--- src/rtl/shift_reg_pkg.sv ---
// Shared definitions for the shift-register command sequencer.
// Contents: op/sel encoding, sequencer FSM states, register width and the
// LFSR lock-up value.
package shift_reg_pkg;

    localparam int unsigned REG_W = 5;
    localparam int unsigned OP_W  = 3;

    // All-zero state the LFSR can never leave.
    localparam logic [REG_W-1:0] LFSR_ZERO = 5'b00000;

    // Command op codes; the same values drive the register's sel input.
    typedef enum logic [OP_W-1:0] {
        OP_HOLD = 3'b000,
        OP_SHR  = 3'b001,
        OP_SHL  = 3'b010,
        OP_LOAD = 3'b011,
        OP_LFSR = 3'b100
    } op_e;

    typedef enum logic [1:0] {
        ST_IDLE = 2'd0,
        ST_STEP = 2'd1,
        ST_DONE = 2'd2
    } state_e;

    // Codes above OP_LFSR have no register mode behind them.
    function automatic logic op_legal(input logic [OP_W-1:0] op);
        return (op <= OP_LFSR);
    endfunction

endpackage

--- src/rtl/shift_reg_sequencer_step_timer.sv ---
// step_timer: counts the clk cycles of one multi-cycle step and pulses a
// registered strobe on the last cycle of every step.
// Ports:
//   clk, rst  - clock, synchronous active-high reset
//   run       - timer is active in the NEXT cycle (driven from next-state logic)
//   strobe    - registered, high on cycle STEP_CYCLES-1 of each step
module step_timer #(
    parameter int unsigned STEP_CYCLES = 5
) (
    input  logic clk,
    input  logic rst,
    input  logic run,
    output logic strobe
);

    localparam int unsigned CW = (STEP_CYCLES > 1) ? $clog2(STEP_CYCLES) : 1;

    logic [CW-1:0] cnt_q, cnt_d;
    logic          run_q;
    logic          strobe_q, strobe_d;

    // A fresh run starts at 0; a continuing run wraps at STEP_CYCLES-1.
    always_comb begin
        cnt_d    = '0;
        strobe_d = 1'b0;
        if (run && run_q) begin
            cnt_d = (cnt_q == CW'(STEP_CYCLES - 1)) ? '0 : cnt_q + CW'(1);
        end
        if (run) begin
            strobe_d = (cnt_d == CW'(STEP_CYCLES - 1));
        end
    end

    always_ff @(posedge clk) begin
        if (rst) begin
            cnt_q    <= '0;
            run_q    <= 1'b0;
            strobe_q <= 1'b0;
        end else begin
            cnt_q    <= cnt_d;
            run_q    <= run;
            strobe_q <= strobe_d;
        end
    end

    assign strobe = strobe_q;

endmodule

--- src/rtl/shift_reg_sequencer.sv ---
// shift_reg_sequencer: accepts one command at a time and drives the 5-stage
// shift register's sel / parallel inputs for the required number of steps,
// then pulses done with a snapshot of the register outputs.
// Ports:
//   clk, rst              - clock, synchronous active-high reset
//   cmd_valid/cmd_ready   - command handshake
//   cmd_op/count/data     - op code, step count, parallel load value
//   sel, par_data         - to register mode select and ip1..ip5
//   reg_q                 - from register out1..out5
//   step_strobe           - last cycle of each step
//   busy, done, err       - status; err qualified by done
//   result                - reg_q captured in the DONE cycle
module shift_reg_sequencer
    import shift_reg_pkg::*;
#(
    parameter int unsigned STEP_CYCLES = 5,
    parameter int unsigned CNT_W       = 8
) (
    input  logic             clk,
    input  logic             rst,
    input  logic             cmd_valid,
    output logic             cmd_ready,
    input  logic [2:0]       cmd_op,
    input  logic [CNT_W-1:0] cmd_count,
    input  logic [4:0]       cmd_data,
    output logic [2:0]       sel,
    output logic [4:0]       par_data,
    input  logic [4:0]       reg_q,
    output logic             step_strobe,
    output logic             busy,
    output logic             done,
    output logic             err,
    output logic [4:0]       result
);

    state_e            state_q, state_d;
    logic [OP_W-1:0]   op_q, op_d;
    logic [REG_W-1:0]  data_q, data_d;
    logic [CNT_W-1:0]  rem_q, rem_d;
    logic [OP_W-1:0]   sel_q, sel_d;
    logic [REG_W-1:0]  par_q, par_d;
    logic [REG_W-1:0]  result_q, result_d;
    logic              ready_q, ready_d;
    logic              busy_q, busy_d;
    logic              done_q, done_d;
    logic              err_q, err_d;
    logic              run_c;
    logic              strobe;

    assign run_c = (state_d == ST_STEP);

    step_timer #(
        .STEP_CYCLES(STEP_CYCLES)
    ) u_timer (
        .clk    (clk),
        .rst    (rst),
        .run    (run_c),
        .strobe (strobe)
    );

    // Next state, command latch, remaining-steps counter and result capture.
    always_comb begin
        state_d  = state_q;
        op_d     = op_q;
        data_d   = data_q;
        rem_d    = rem_q;
        result_d = result_q;
        err_d    = 1'b0;
        case (state_q)
            ST_IDLE: begin
                if (cmd_valid && ready_q) begin
                    op_d   = cmd_op;
                    data_d = cmd_data;
                    rem_d  = (cmd_op == OP_LOAD) ? CNT_W'(1) : cmd_count;
                    if (!op_legal(cmd_op) ||
                        (cmd_op == OP_LFSR && reg_q == LFSR_ZERO)) begin
                        state_d = ST_DONE;
                        err_d   = 1'b1;
                    end else if (cmd_op == OP_HOLD ||
                                 (cmd_op != OP_LOAD && cmd_count == '0)) begin
                        state_d = ST_DONE;
                    end else begin
                        state_d = ST_STEP;
                    end
                end
            end
            ST_STEP: begin
                if (strobe) begin
                    rem_d = rem_q - CNT_W'(1);
                    if (rem_q == CNT_W'(1)) begin
                        state_d = ST_DONE;
                    end
                end
            end
            ST_DONE: begin
                state_d  = ST_IDLE;
                result_d = reg_q;
            end
            default: state_d = ST_IDLE;
        endcase

        // Outputs are decoded from the next state so they register cleanly.
        sel_d   = (state_d == ST_STEP) ? op_d : OP_HOLD;
        par_d   = (state_d == ST_STEP && op_d == OP_LOAD) ? data_d : '0;
        ready_d = (state_d == ST_IDLE);
        busy_d  = (state_d != ST_IDLE);
        done_d  = (state_d == ST_DONE);
    end

    always_ff @(posedge clk) begin
        if (rst) begin
            state_q  <= ST_IDLE;
            op_q     <= '0;
            data_q   <= '0;
            rem_q    <= '0;
            sel_q    <= OP_HOLD;
            par_q    <= '0;
            result_q <= '0;
            ready_q  <= 1'b0;
            busy_q   <= 1'b0;
            done_q   <= 1'b0;
            err_q    <= 1'b0;
        end else begin
            state_q  <= state_d;
            op_q     <= op_d;
            data_q   <= data_d;
            rem_q    <= rem_d;
            sel_q    <= sel_d;
            par_q    <= par_d;
            result_q <= result_d;
            ready_q  <= ready_d;
            busy_q   <= busy_d;
            done_q   <= done_d;
            err_q    <= err_d;
        end
    end

    assign cmd_ready   = ready_q;
    assign sel         = sel_q;
    assign par_data    = par_q;
    assign step_strobe = strobe;
    assign busy        = busy_q;
    assign done        = done_q;
    assign err         = err_q;
    assign result      = result_q;

endmodule

--- config.mk ---
export PLATFORM = sky130hd
export DESIGN_NAME = shift_reg_sequencer
export DESIGN_NICKNAME = d
export VERILOG_FILES = /design/src/rtl/shift_reg_pkg.sv /design/src/rtl/shift_reg_sequencer_step_timer.sv /design/src/rtl/shift_reg_sequencer.sv
export SDC_FILE = /design/constraint.sdc
export NUM_CORES = 1
export LEC_CHECK = 0
export BUFFER_PORTS_ARGS = -buffer_cell sky130_fd_sc_hd__buf_2
export CORE_MARGIN = 2
export CORE_UTILIZATION = 48
export CTS_CLUSTER_SIZE = 28
export DETAILED_ROUTE_END_ITERATION = 6
export PLACE_DENSITY = 0.75
export SETUP_SLACK_MARGIN = 0.15
export SLEW_MARGIN = 10
export SYNTH_ARGS = -nofsm -noshare
export SYNTH_HDL_FRONTEND = slang
export SYNTH_SLANG_ARGS = --single-unit
--- constraint.sdc ---
create_clock -name clk -period 1.7 [get_ports clk]
set_clock_uncertainty 0.15 [all_clocks]
set_input_delay 0.17 -clock clk [delete_from_list [all_inputs] [get_ports clk]]
set_output_delay 0.17 -clock clk [all_outputs]
set_load 0.03 [all_outputs]
==> results.sh, run 1 <==
export IMPL_run_status="complete, but fails checks"
export IMPL_synth_edff_count=0
export IMPL_min_path_type="input port to flip-flop"
export IMPL_ys_seq_area_share_pct=43.5
export IMPL_grt_pass1_vias=1818
export IMPL_routed_via_count=1873
export IMPL_worst_skew_late_latency_ns=0.29
export IMPL_hold_path_end="data_q[1]$_SDFF_PP0_"
export IMPL_tritoncts="built"
export IMPL_routabilityCongestion=0.889
export IMPL_syn_mean_instance_area_um2=9.02
export IMPL_max_freq_mhz=578
export IMPL_power_per_cell_area_nw_per_um2=827
export IMPL_global_route_overflow_total=0
export IMPL_die_x_um=65.9
export IMPL_fp_dieH_um=65.9
export IMPL_worst_path_max_delay_cell="or4_4"
export IMPL_failed_checks="setup timing"
export IMPL_placement_io_buffers=41
export IMPL_setup_slack_of_the_most_critical_reg_to_reg_path_ns=-0.03
export IMPL_antenna_left=0
export IMPL_synth_area_um2=1840
export IMPL_crit_chain="or4_4 > o41a_1 > o21ai_2 > a211oi_2"
export IMPL_wl_per_cell_um=16.5
export IMPL_grt_util_all_layers_pct=24.6
export IMPL_worst_path_dominant_cell_family="compound AO/OA/AOI/OAI gates"
export IMPL_clkTransAtPathRegs_ns=0.08
export IMPL_hold_worst_slack_ns=0.00246
export IMPL_number_of_inserted_filler_cells_in_the_final_layout=234
export IMPL_first_pass_iters=4
export IMPL_floorplan_io_pins=42
export IMPL_cts_root_buf="clkbuf_8"
export IMPL_hold_path_depth=3
export IMPL_syn_nets=232
export IMPL_yosysWarnings=0
export IMPL_start_util_pct=50.3
export IMPL_worst_slew_pin_slew_ns=0.508
export IMPL_post_route_cells_drive_above_1_share_pct=45.1
export IMPL_vias_per_cell=5.64
export IMPL_tritoncts_num_sinks=40
export IMPL_post_route_drc_count=0
export IMPL_setup_slack_ns=-0.0312
export IMPL_grt_first_pass_wirelength_mm=8.26
export IMPL_leakage_nw=1.14
export IMPL_holdCritStartpoint="cmd_data[1]"
export IMPL_finalCritPeriodShare_pct=102
export IMPL_fraction_of_the_core_area_covered_by_cells_at_the_end_of_the_flow_pct=75.0
export IMPL_synth_async_sr_flop_share_pct=0
export IMPL_rr_startpoint="rem_q[3]$_SDFFE_PP0P_"
export IMPL_cap_viol_max_count=0
export IMPL_critical_register_to_register_path_endpoint="rem_q[7]$_SDFFE_PP0P_"
export IMPL_layout_commonest_cell="buf_2"
export IMPL_fp_coreArea_um2=3660
export IMPL_finalSetupViolCount=2
export IMPL_seq_cell_area_um2=817
export IMPL_slew_violations=0
export IMPL_fin_area_um2=2750
export IMPL_worstPathBufferInverterCount=0
export IMPL_end_kind="flip-flop"
export IMPL_min_period_ns=1.73
export IMPL_ir_worst_vdd_mv=0.753
export IMPL_floorplan_die_area_um2=4350
export IMPL_arrival_ns=1.77
export IMPL_post_synth_num_cell_types=48
export IMPL_critical_path_class="flip-flop to flip-flop"
export IMPL_ys_flop_type="dfxtp_1"
export IMPL_nets=311
export IMPL_start_kind="flip-flop"
export IMPL_drt_total_wl_mm=5.47
export IMPL_place_hpwl_mm=3.34
export IMPL_hold_viol=0
export IMPL_cp_max_fo=3
export IMPL_layout_cells_non_filler=332
export IMPL_design_power_total_mw=2.27
export IMPL_post_synth_inst_count=204
export IMPL_grt_start_max_net_pins=19
export IMPL_timing_critical_path_required_ns=1.74
export IMPL_number_of_drc_markers_in_iteration_0=162
export IMPL_cts_made_buffers=5
export IMPL_n_antenna_cell=0
export IMPL_syn2layout_area_growth_pct=49.2
export IMPL_multiInputGateArea_um2=1190
export IMPL_worst_r2r_cell_count=4
export IMPL_setup_repair_after_global_routing_missed_its_margin="true"
export IMPL_most_common_layout_cells="41 x buf_2, 31 x dfxtp_1, 31 x buf_4"
export IMPL_cts_htree_levels=2
export IMPL_timing_critical_path_slowest_cell_delay_ns=0.53
export IMPL_placed_cells_incl_taps=310
export IMPL_relSlewSlack_pct=65.9
export IMPL_synth_seq_cells=40
export IMPL_std_cell_rows=22
export IMPL_grt_antenna_before_repair=0
export IMPL_placement_cell_area_um2=2290
export IMPL_clockBufferDepth=2
[through the flow]
step	setup TNS, ns	setup WS, ns
final	-0.0613	-0.0312
after CTS	0	0.0105
after global routing	-0.154	-0.0776
after global placement	0	0.0428
after detailed placement	-0.0209	-0.0127
after floorplan	0	0.0665
[routing by layer]
metal	vias to the layer above	wire, µm	global-route usage, %
li1	898	-	-
met1	886	2370	32.0
met2	79	2650	40.8
met3	10	338	5.11
met4	0	120	7.29
met5	-	0	0
[state kept, by name (all words and copies together) (netlist names)]
| signal | count |
|---|---|
| err | 1 |
| u_timer.strobe | 1 |
| result | 5 |
| cmd_ready | 1 |
| busy | 1 |
| sel | 3 |
| state_q | 2 |
| done | 1 |
| par_data | 5 |
| data_q | 5 |
| u_timer.cnt_q | 3 |
| rem_q | 8 |
| op_q | 3 |
| u_timer.run_q | 1 |
[final cells by class]
cell class              count  area share [%]
well taps                  48            2.19
clock inverters             3            1.69
repair buffers             81            19.3
clock buffers               5            2.51
inverters                   8            1.09
multi-input cells         147            43.5
flip-flops and latches     40            29.8
[worst min-delay path: cells and delay by family]
family | cells | cell delay, ns
buffers and inverters | 1 | 0.08
multiplexers | 1 | 0.08
AND/OR/NAND/NOR | 1 | 0.08
[cell usage after synthesis, types with 3 or more instances]
master     n  area [µm²]
clkbuf_1   3        11.3
inv_1      8        30.0
nand2b_1   5        31.3
dfxtp_1   40         801
a21oi_1   19        95.1
o21ai_1    3        15.0
nand2_1   11        41.3
nor4_2     3        37.5
a311oi_1   3        26.3
mux2i_1   10         100
a211oi_1   8        60.1
ha_1       4        50.1
nor2_1    30         113
nor3_1     9        45.0
a31oi_1    3        18.8
[worst max-delay path by stage]
stage | from | depth (start not counted) | slack (ns) | endpoint
finish | rem_q[3]$_SDFFE_PP0P_ | 4 | -0.03 | rem_q[7]$_SDFFE_PP0P_
global placement | rem_q[1]$_SDFFE_PP0P_ | 7 | 0.04 | rem_q[4]$_SDFFE_PP0P_
global route | rem_q[3]$_SDFFE_PP0P_ | 4 | -0.08 | rem_q[7]$_SDFFE_PP0P_
CTS | rem_q[2]$_SDFFE_PP0P_ | 5 | 0.01 | state_q[1]$_SDFF_PP0_
floorplan | rem_q[3]$_SDFFE_PP0P_ | 4 | 0.07 | rem_q[7]$_SDFFE_PP0P_
detailed placement | rem_q[1]$_SDFFE_PP0P_ | 6 | -0.01 | par_data[4]$_SDFF_PP0_
[where the power goes]
group,internal (mW),switching [mW]
sequential,0.975,0.0416
clock,0.442,0.352
combinational,0.214,0.247
total,1.63,0.640
[kinds of logic after synthesis]
| group | after synthesis | synth area share [%] |
|---|---|---|
| buffers and inverters | 17 | 4.62 |
| XOR/XNOR | 2 | 0.952 |
| AO/OA/AOI/OAI | 52 | 19.1 |
| adder cells (fa/ha/maj) | 4 | 2.72 |
| multiplexers | 11 | 6.05 |
| AND/OR/NAND/NOR | 78 | 23.0 |
| flip-flops | 40 | 43.5 |
[timing repair]
action | in CTS | in global routing
gates resized for setup | 13 | 33
buffers inserted | 4 | 2
hold buffers | 8 | 0
endpoints found under the setup margin | 18 | 28
hold endpoints to repair | 10 | 0
pin swaps | 10 | 15
Note: power is estimated with default switching activity, not from simulation.
==> run 2, diff against run 1 <==
--- a/config.mk
+++ b/config.mk
@@ -7,12 +7,13 @@
 export LEC_CHECK = 0
 export BUFFER_PORTS_ARGS = -buffer_cell sky130_fd_sc_hd__buf_2
 export CORE_MARGIN = 2
-export CORE_UTILIZATION = 48
+export CORE_UTILIZATION = 55
 export CTS_CLUSTER_SIZE = 28
 export DETAILED_ROUTE_END_ITERATION = 6
-export PLACE_DENSITY = 0.75
+export PLACE_DENSITY = 0.81
 export SETUP_SLACK_MARGIN = 0.15
 export SLEW_MARGIN = 10
 export SYNTH_ARGS = -nofsm -noshare
 export SYNTH_HDL_FRONTEND = slang
 export SYNTH_SLANG_ARGS = --single-unit
+export TNS_END_PERCENT = 10
==> constraint.sdc (replaced) <==
create_clock -name clk -period 2 [get_ports clk]
set_clock_uncertainty 0.15 [all_clocks]
set_input_delay 0.2 -clock clk [delete_from_list [all_inputs] [get_ports clk]]
set_output_delay 0.2 -clock clk [all_outputs]
set_load 0.03 [all_outputs]
==> run 2 against run 1 <==
  * The flow now finishes without violations
  * Register-to-register slack improved by 0.18 ns
  * Global-route usage is 0.70 points higher
  * Clock power down 31%
  * Via count fell by 6.9%
  * Cell count is 6.6% lower
  * Largest power group unchanged
  * Highest routed layer unchanged
==> results.sh, run 2 (synthesis gave the netlist of run 1 again) <==
export IMPL_run_status="finished, final reports clean"
export IMPL_post_route_drc_count=0
export IMPL_std_cell_rows=21
export IMPL_setup_slack_of_the_most_critical_reg_to_reg_path_ns=0.14
export IMPL_number_of_drc_markers_in_iteration_0=110
export IMPL_nets=291
export IMPL_cp_max_fo=10
export IMPL_min_path_type="input port to flip-flop"
export IMPL_vias_per_cell=5.63
export IMPL_grt_antenna_before_repair=0
export IMPL_worst_slew_pin_slew_ns=0.631
export IMPL_floorplan_io_pins=42
export IMPL_critical_path_class="flip-flop to flip-flop"
export IMPL_crit_chain="nand4bb_1 > a311oi_1 > a32oi_1 > a211oi_2"
export IMPL_post_route_cells_drive_above_1_share_pct=26.9
export IMPL_fp_coreArea_um2=3280
export IMPL_start_util_pct=56.0
export IMPL_wl_per_cell_um=14.0
export IMPL_arrival_ns=1.99
export IMPL_leakage_nw=0.990
export IMPL_grt_pass1_vias=1557
export IMPL_worst_path_dominant_cell_family="compound AO/OA/AOI/OAI gates"
export IMPL_finalSetupViolCount=0
export IMPL_power_per_cell_area_nw_per_um2=731
export IMPL_global_route_overflow_total=0
export IMPL_die_x_um=61.9
export IMPL_antenna_left=0
export IMPL_worstPathBufferInverterCount=0
export IMPL_hold_path_end="rem_q[2]$_SDFFE_PP0P_"
export IMPL_tritoncts_num_sinks=40
export IMPL_hold_path_depth=3
export IMPL_worst_skew_late_latency_ns=0.35
export IMPL_grt_start_max_net_pins=21
export IMPL_most_common_layout_cells="41 x buf_2, 40 x dfxtp_1, 30 x nor2_1"
export IMPL_end_kind="flip-flop"
export IMPL_largest_register_ff_count=8
export IMPL_hold_worst_slack_ns=0.0168
export IMPL_max_freq_mhz=539
export IMPL_relSlewSlack_pct=57.7
export IMPL_largest_register_by_flop_count="rem_q"
export IMPL_rr_startpoint="state_q[1]$_SDFF_PP0_"
export IMPL_clockBufferDepth=2
export IMPL_start_kind="flip-flop"
export IMPL_critical_register_to_register_path_endpoint="u_timer.cnt_q[2]$_SDFF_PP0_"
export IMPL_worst_r2r_cell_count=4
export IMPL_grt_util_all_layers_pct=25.3
export IMPL_place_hpwl_mm=3.11
export IMPL_cap_viol_max_count=0
export IMPL_fp_dieH_um=61.9
export IMPL_slew_violations=0
export IMPL_finalCritPeriodShare_pct=92.8
export IMPL_cts_made_buffers=5
export IMPL_tritoncts="built"
export IMPL_timing_critical_path_slowest_cell_delay_ns=0.44
export IMPL_layout_commonest_cell="buf_2"
export IMPL_setup_repair_after_global_routing_missed_its_margin="true"
export IMPL_n_antenna_cell=0
export IMPL_cts_root_buf="clkbuf_4"
export IMPL_routed_via_count=1744
export IMPL_timing_critical_path_required_ns=2.13
export IMPL_syn2layout_area_growth_pct=26.6
export IMPL_grt_first_pass_wirelength_mm=7.04
export IMPL_post_cts_repair_setup_buffers=0
export IMPL_drt_total_wl_mm=4.33
export IMPL_clkTransAtPathRegs_ns=0.13
export IMPL_holdCritStartpoint="cmd_count[2]"
export IMPL_worstSetupStartpoint="state_q[1]$_SDFF_PP0_"
export IMPL_number_of_inserted_filler_cells_in_the_final_layout=279
export IMPL_cts_htree_levels=2
export IMPL_worst_path_max_delay_cell="dfxtp_1"
export IMPL_fin_tns_setup_ns=0
export IMPL_min_period_ns=1.86
export IMPL_first_pass_iters=4
export IMPL_ir_worst_vdd_mv=0.507
export IMPL_routabilityCongestion=0.956
export IMPL_hold_viol=0
export IMPL_placement_io_buffers=41
export IMPL_floorplan_die_area_um2=3830
[run 2: cell count changes in the layout (fill, tap and decap cells not counted), moves of 3 or more]
| cell | change |
|---|---|
| dfxtp_2 | -7 |
| ha_1 | +4 |
| buf_4 | -21 |
| dfxtp_1 | +9 |
| ha_4 | -3 |
| a211oi_1 | +4 |
| clkbuf_8 | -5 |
| a211oi_2 | -4 |
| clkbuf_4 | +5 |
[run 2: per-layer routing]
metal  track usage [%]  vias up  share of wire (%)
met5                 0        -                  0
met1              33.2      822                 43
met3              7.25        7                7.3
met4              7.90        0                1.1
met2              40.3       61                 49
li1                  -      854                  -
[run 2: how the worst max path moves through the flow]
stage / endpoint / slack, ns / cells after the start
after floorplan: par_data[4]$_SDFF_PP0_ / 0.22 / 5
after global placement: par_data[4]$_SDFF_PP0_ / 0.17 / 7
after detailed placement: par_data[4]$_SDFF_PP0_ / 0.009 / 7
after CTS: u_timer.cnt_q[2]$_SDFF_PP0_ / 0.20 / 6
after global routing: par_data[4]$_SDFF_PP0_ / 0.04 / 7
final: u_timer.cnt_q[2]$_SDFF_PP0_ / 0.14 / 4
[run 2: area by class of cell]
type	count	area (µm²)	share of cell area (%)
flip-flops and latches	40	801	34.4
inverters	8	30.0	1.29
well taps	46	57.6	2.47
repair buffers	61	380	16.3
clock inverters	3	47.5	2.04
multi-input cells	147	976	41.9
clock buffers	5	37.5	1.61
[run 2: what timing repair did]
item,CTS,global route
hold buffers,10,0
gates resized for setup,3,1
setup endpoints to repair,12,15
pin swaps,0,0
endpoints found under the hold margin,15,0
[run 2: power by group]
group | switching [mW] | internal [mW]
Sequential | 0.0302 | 0.829
Combinational | 0.161 | 0.132
Clock | 0.284 | 0.267
Total | 0.475 | 1.23
[run 2: stage by stage]
stage                     power [mW]  std cells  utilization [%]  setup WS [ns]  cell area (µm²)
final                           1.70        310             70.9          0.144             2330
after global routing            1.78        310             70.9         0.0402             2330
after CTS                       1.71        310             70.9          0.198             2330
after detailed placement        1.14        292             64.6        0.00866             2120
after global placement          1.14        292             64.6          0.167             2120
after floorplan                 1.05        204                -          0.215             1840
[run 2: worst register-to-register path, cell delays in order (launching register included)]
cell       delay, ns
dfxtp_1         0.44
nand4bb_1       0.30
a311oi_1        0.43
a32oi_1         0.22
a211oi_2        0.25
==> run 3, diff against run 2 <==
--- a/config.mk
+++ b/config.mk
@@ -7,10 +7,10 @@
 export LEC_CHECK = 0
 export BUFFER_PORTS_ARGS = -buffer_cell sky130_fd_sc_hd__buf_2
 export CORE_MARGIN = 2
-export CORE_UTILIZATION = 55
+export CORE_UTILIZATION = 48
 export CTS_CLUSTER_SIZE = 28
 export DETAILED_ROUTE_END_ITERATION = 6
-export PLACE_DENSITY = 0.81
+export PLACE_DENSITY = 0.75
 export SETUP_SLACK_MARGIN = 0.15
 export SLEW_MARGIN = 10
 export SYNTH_ARGS = -nofsm -noshare
==> constraint.sdc (replaced) <==
create_clock -name clk -period 1.7 [get_ports clk]
set_clock_uncertainty 0.15 [all_clocks]
set_input_delay 0.17 -clock clk [delete_from_list [all_inputs] [get_ports clk]]
set_output_delay 0.17 -clock clk [all_outputs]
set_load 0.03 [all_outputs]
==> run 3 against run 2 <==
  * Combinational power rose by 56%
  * Non-clock buffer count is 17 higher
  * Core utilization up 1.8 points
  * Wire length rose by 34%
  * Sequential share of layout area is 3.8 points lower
  * Clock-buffer cell count unchanged
  * Via count is 9.1% higher
  * Sequential power grew 19%
  * Worst setup slack worse by 0.12 ns
  * Largest cell class unchanged
==> results.sh, run 3 (synthesis gave the netlist of run 1 again) <==
export IMPL_layout_commonest_cell="buf_2"
export IMPL_cts_root_buf="clkbuf_8"
export IMPL_finalCritPeriodShare_pct=98.8
export IMPL_placement_io_buffers=41
export IMPL_worst_path_max_delay_cell="or4_4"
export IMPL_die_x_um=65.9
export IMPL_n_antenna_cell=0
export IMPL_first_pass_iters=4
export IMPL_critical_register_to_register_path_endpoint="rem_q[7]$_SDFFE_PP0P_"
export IMPL_layout_cells_non_filler=329
export IMPL_number_of_drc_markers_in_iteration_0=91
export IMPL_min_period_ns=1.68
export IMPL_rr_startpoint="rem_q[5]$_SDFFE_PP0P_"
export IMPL_post_route_cells_drive_above_1_share_pct=42.0
export IMPL_setup_slack_ns=0.0205
export IMPL_floorplan_io_pins=42
export IMPL_nets=308
export IMPL_crit_chain="or4_4 > o41a_1 > o21ai_2 > a211oi_2"
export IMPL_timing_critical_path_slowest_cell_delay_ns=0.54
export IMPL_place_hpwl_mm=3.45
export IMPL_tritoncts_num_sinks=40
export IMPL_largest_register_ff_count=8
export IMPL_drt_total_wl_mm=5.83
export IMPL_relSlewSlack_pct=70.5
export IMPL_min_path_type="input port to flip-flop"
export IMPL_worst_slew_pin_slew_ns=0.443
export IMPL_start_util_pct=50.3
export IMPL_power_per_cell_area_nw_per_um2=856
export IMPL_arrival_ns=1.72
export IMPL_run_status="finished, final reports clean"
export IMPL_grt_pass1_vias=1752
export IMPL_end_kind="flip-flop"
export IMPL_cp_max_fo=3
export IMPL_global_route_overflow_total=0
export IMPL_timing_critical_path_required_ns=1.74
export IMPL_cts_made_buffers=5
export IMPL_grt_util_all_layers_pct=24.1
export IMPL_worst_setup_path_endpoint="rem_q[7]$_SDFFE_PP0P_"
export IMPL_clkTransAtPathRegs_ns=0.08
export IMPL_max_freq_mhz=595
export IMPL_std_cell_rows=22
export IMPL_worst_skew_late_latency_ns=0.30
export IMPL_antenna_left=0
export IMPL_finalSetupViolCount=0
export IMPL_setup_slack_of_the_most_critical_reg_to_reg_path_ns=0.02
export IMPL_holdCritStartpoint="reg_q[1]"
export IMPL_vias_per_cell=5.78
export IMPL_start_kind="flip-flop"
export IMPL_timing_critical_path_depth=4
export IMPL_grt_first_pass_wirelength_mm=7.82
export IMPL_cap_viol_max_count=0
export IMPL_hold_viol=0
export IMPL_design_power_total_mw=2.28
export IMPL_routabilityCongestion=0.922
export IMPL_cts_htree_levels=2
export IMPL_post_route_drc_count=0
export IMPL_critical_path_class="flip-flop to flip-flop"
export IMPL_placement_setup_worst_slack_ns=0.00283
export IMPL_number_of_inserted_filler_cells_in_the_final_layout=250
export IMPL_floorplan_die_area_um2=4350
export IMPL_worstPathBufferInverterCount=0
export IMPL_tritoncts="built"
export IMPL_worst_path_dominant_cell_family="simple AND/OR/NAND/NOR gates"
export IMPL_setup_repair_after_global_routing_missed_its_margin="true"
export IMPL_grt_antenna_before_repair=0
export IMPL_slew_violations=0
export IMPL_wl_per_cell_um=17.7
export IMPL_worst_r2r_cell_count=4
export IMPL_worstSetupStartpoint="rem_q[5]$_SDFFE_PP0P_"
export IMPL_leakage_nw=1.12
export IMPL_syn2layout_area_growth_pct=44.7
export IMPL_clockBufferDepth=2
export IMPL_routed_via_count=1902
export IMPL_grt_start_max_net_pins=17
export IMPL_placed_cells_incl_taps=312
export IMPL_ir_worst_vdd_mv=0.695
export IMPL_most_common_layout_cells="41 x buf_2, 30 x dfxtp_1, 28 x nor2_1"
export IMPL_fp_dieH_um=65.9
export IMPL_largest_register_by_flop_count="rem_q"
export IMPL_fp_coreArea_um2=3660
export IMPL_fraction_of_the_core_area_covered_by_cells_at_the_end_of_the_flow_pct=72.7
run 3: timing repair:
| item | CTS | global route |
|---|---|---|
| hold buffers | 7 | 0 |
| gates cloned | 0 | 0 |
| pin swaps | 1 | 10 |
| buffers inserted | 2 | 0 |
| resized for setup | 3 | 38 |
| hold endpoints to repair | 7 | 0 |
| endpoints found under the setup margin | 20 | 31 |
run 3: how the worst min path moves through the flow:
stage	to	slack [ns]	cells after the start
after detailed placement	result[4]$_SDFFE_PP0N_	0.28	3
after global placement	result[1]$_SDFFE_PP0N_	0.27	3
after global routing	result[1]$_SDFFE_PP0N_	0.01	3
after CTS	data_q[3]$_SDFF_PP0_	0.003	3
after floorplan	op_q[0]$_SDFF_PP0_	0.16	2
final	result[1]$_SDFFE_PP0N_	0.01	3
run 3: metrics by stage:
stage / instance area (µm²) / hold slack (ns) / TNS (ns)
after floorplan: 1870 / 0.156 / 0
after detailed placement: 2290 / 0.284 / 0
after global placement: 2290 / 0.271 / 0
after CTS: 2500 / 0.00252 / 0
after global routing: 2660 / 0.0142 / -0.0362
final: 2660 / 0.0127 / 0
run 3: report_power, final:
part           internal (mW)  switching [mW]
clock network          0.442           0.364
logic                  0.215           0.242
registers              0.977          0.0381
total                   1.63           0.644
run 3: cell type report:
cell class | count | area (µm²) | share of cell area, %
inverter | 8 | 30.0 | 1.13
tap | 48 | 60.1 | 2.26
sequential | 40 | 813 | 30.5
timing repair buffer | 78 | 528 | 19.8
multi-input combinational | 147 | 1120 | 41.9
clock buffer | 5 | 68.8 | 2.58
clock inverter | 3 | 46.3 | 1.74
run 3: metal layers:
metal / wire length (µm) / vias to the layer above / track usage (%)
met2: 3060 / 74 / 41.0
met3: 307 / 12 / 5.45
met1: 2340 / 916 / 30.2
li1: - / 900 / -
met5: 0 / - / 0
met4: 126 / 0 / 7.55
run 3: worst register-to-register path, delay by kind of cell (launching register included):
kind	cells	cell delay [ns]
AO/OA/AOI/OAI	3	0.54
flip-flops	1	0.33
AND/OR/NAND/NOR	1	0.54
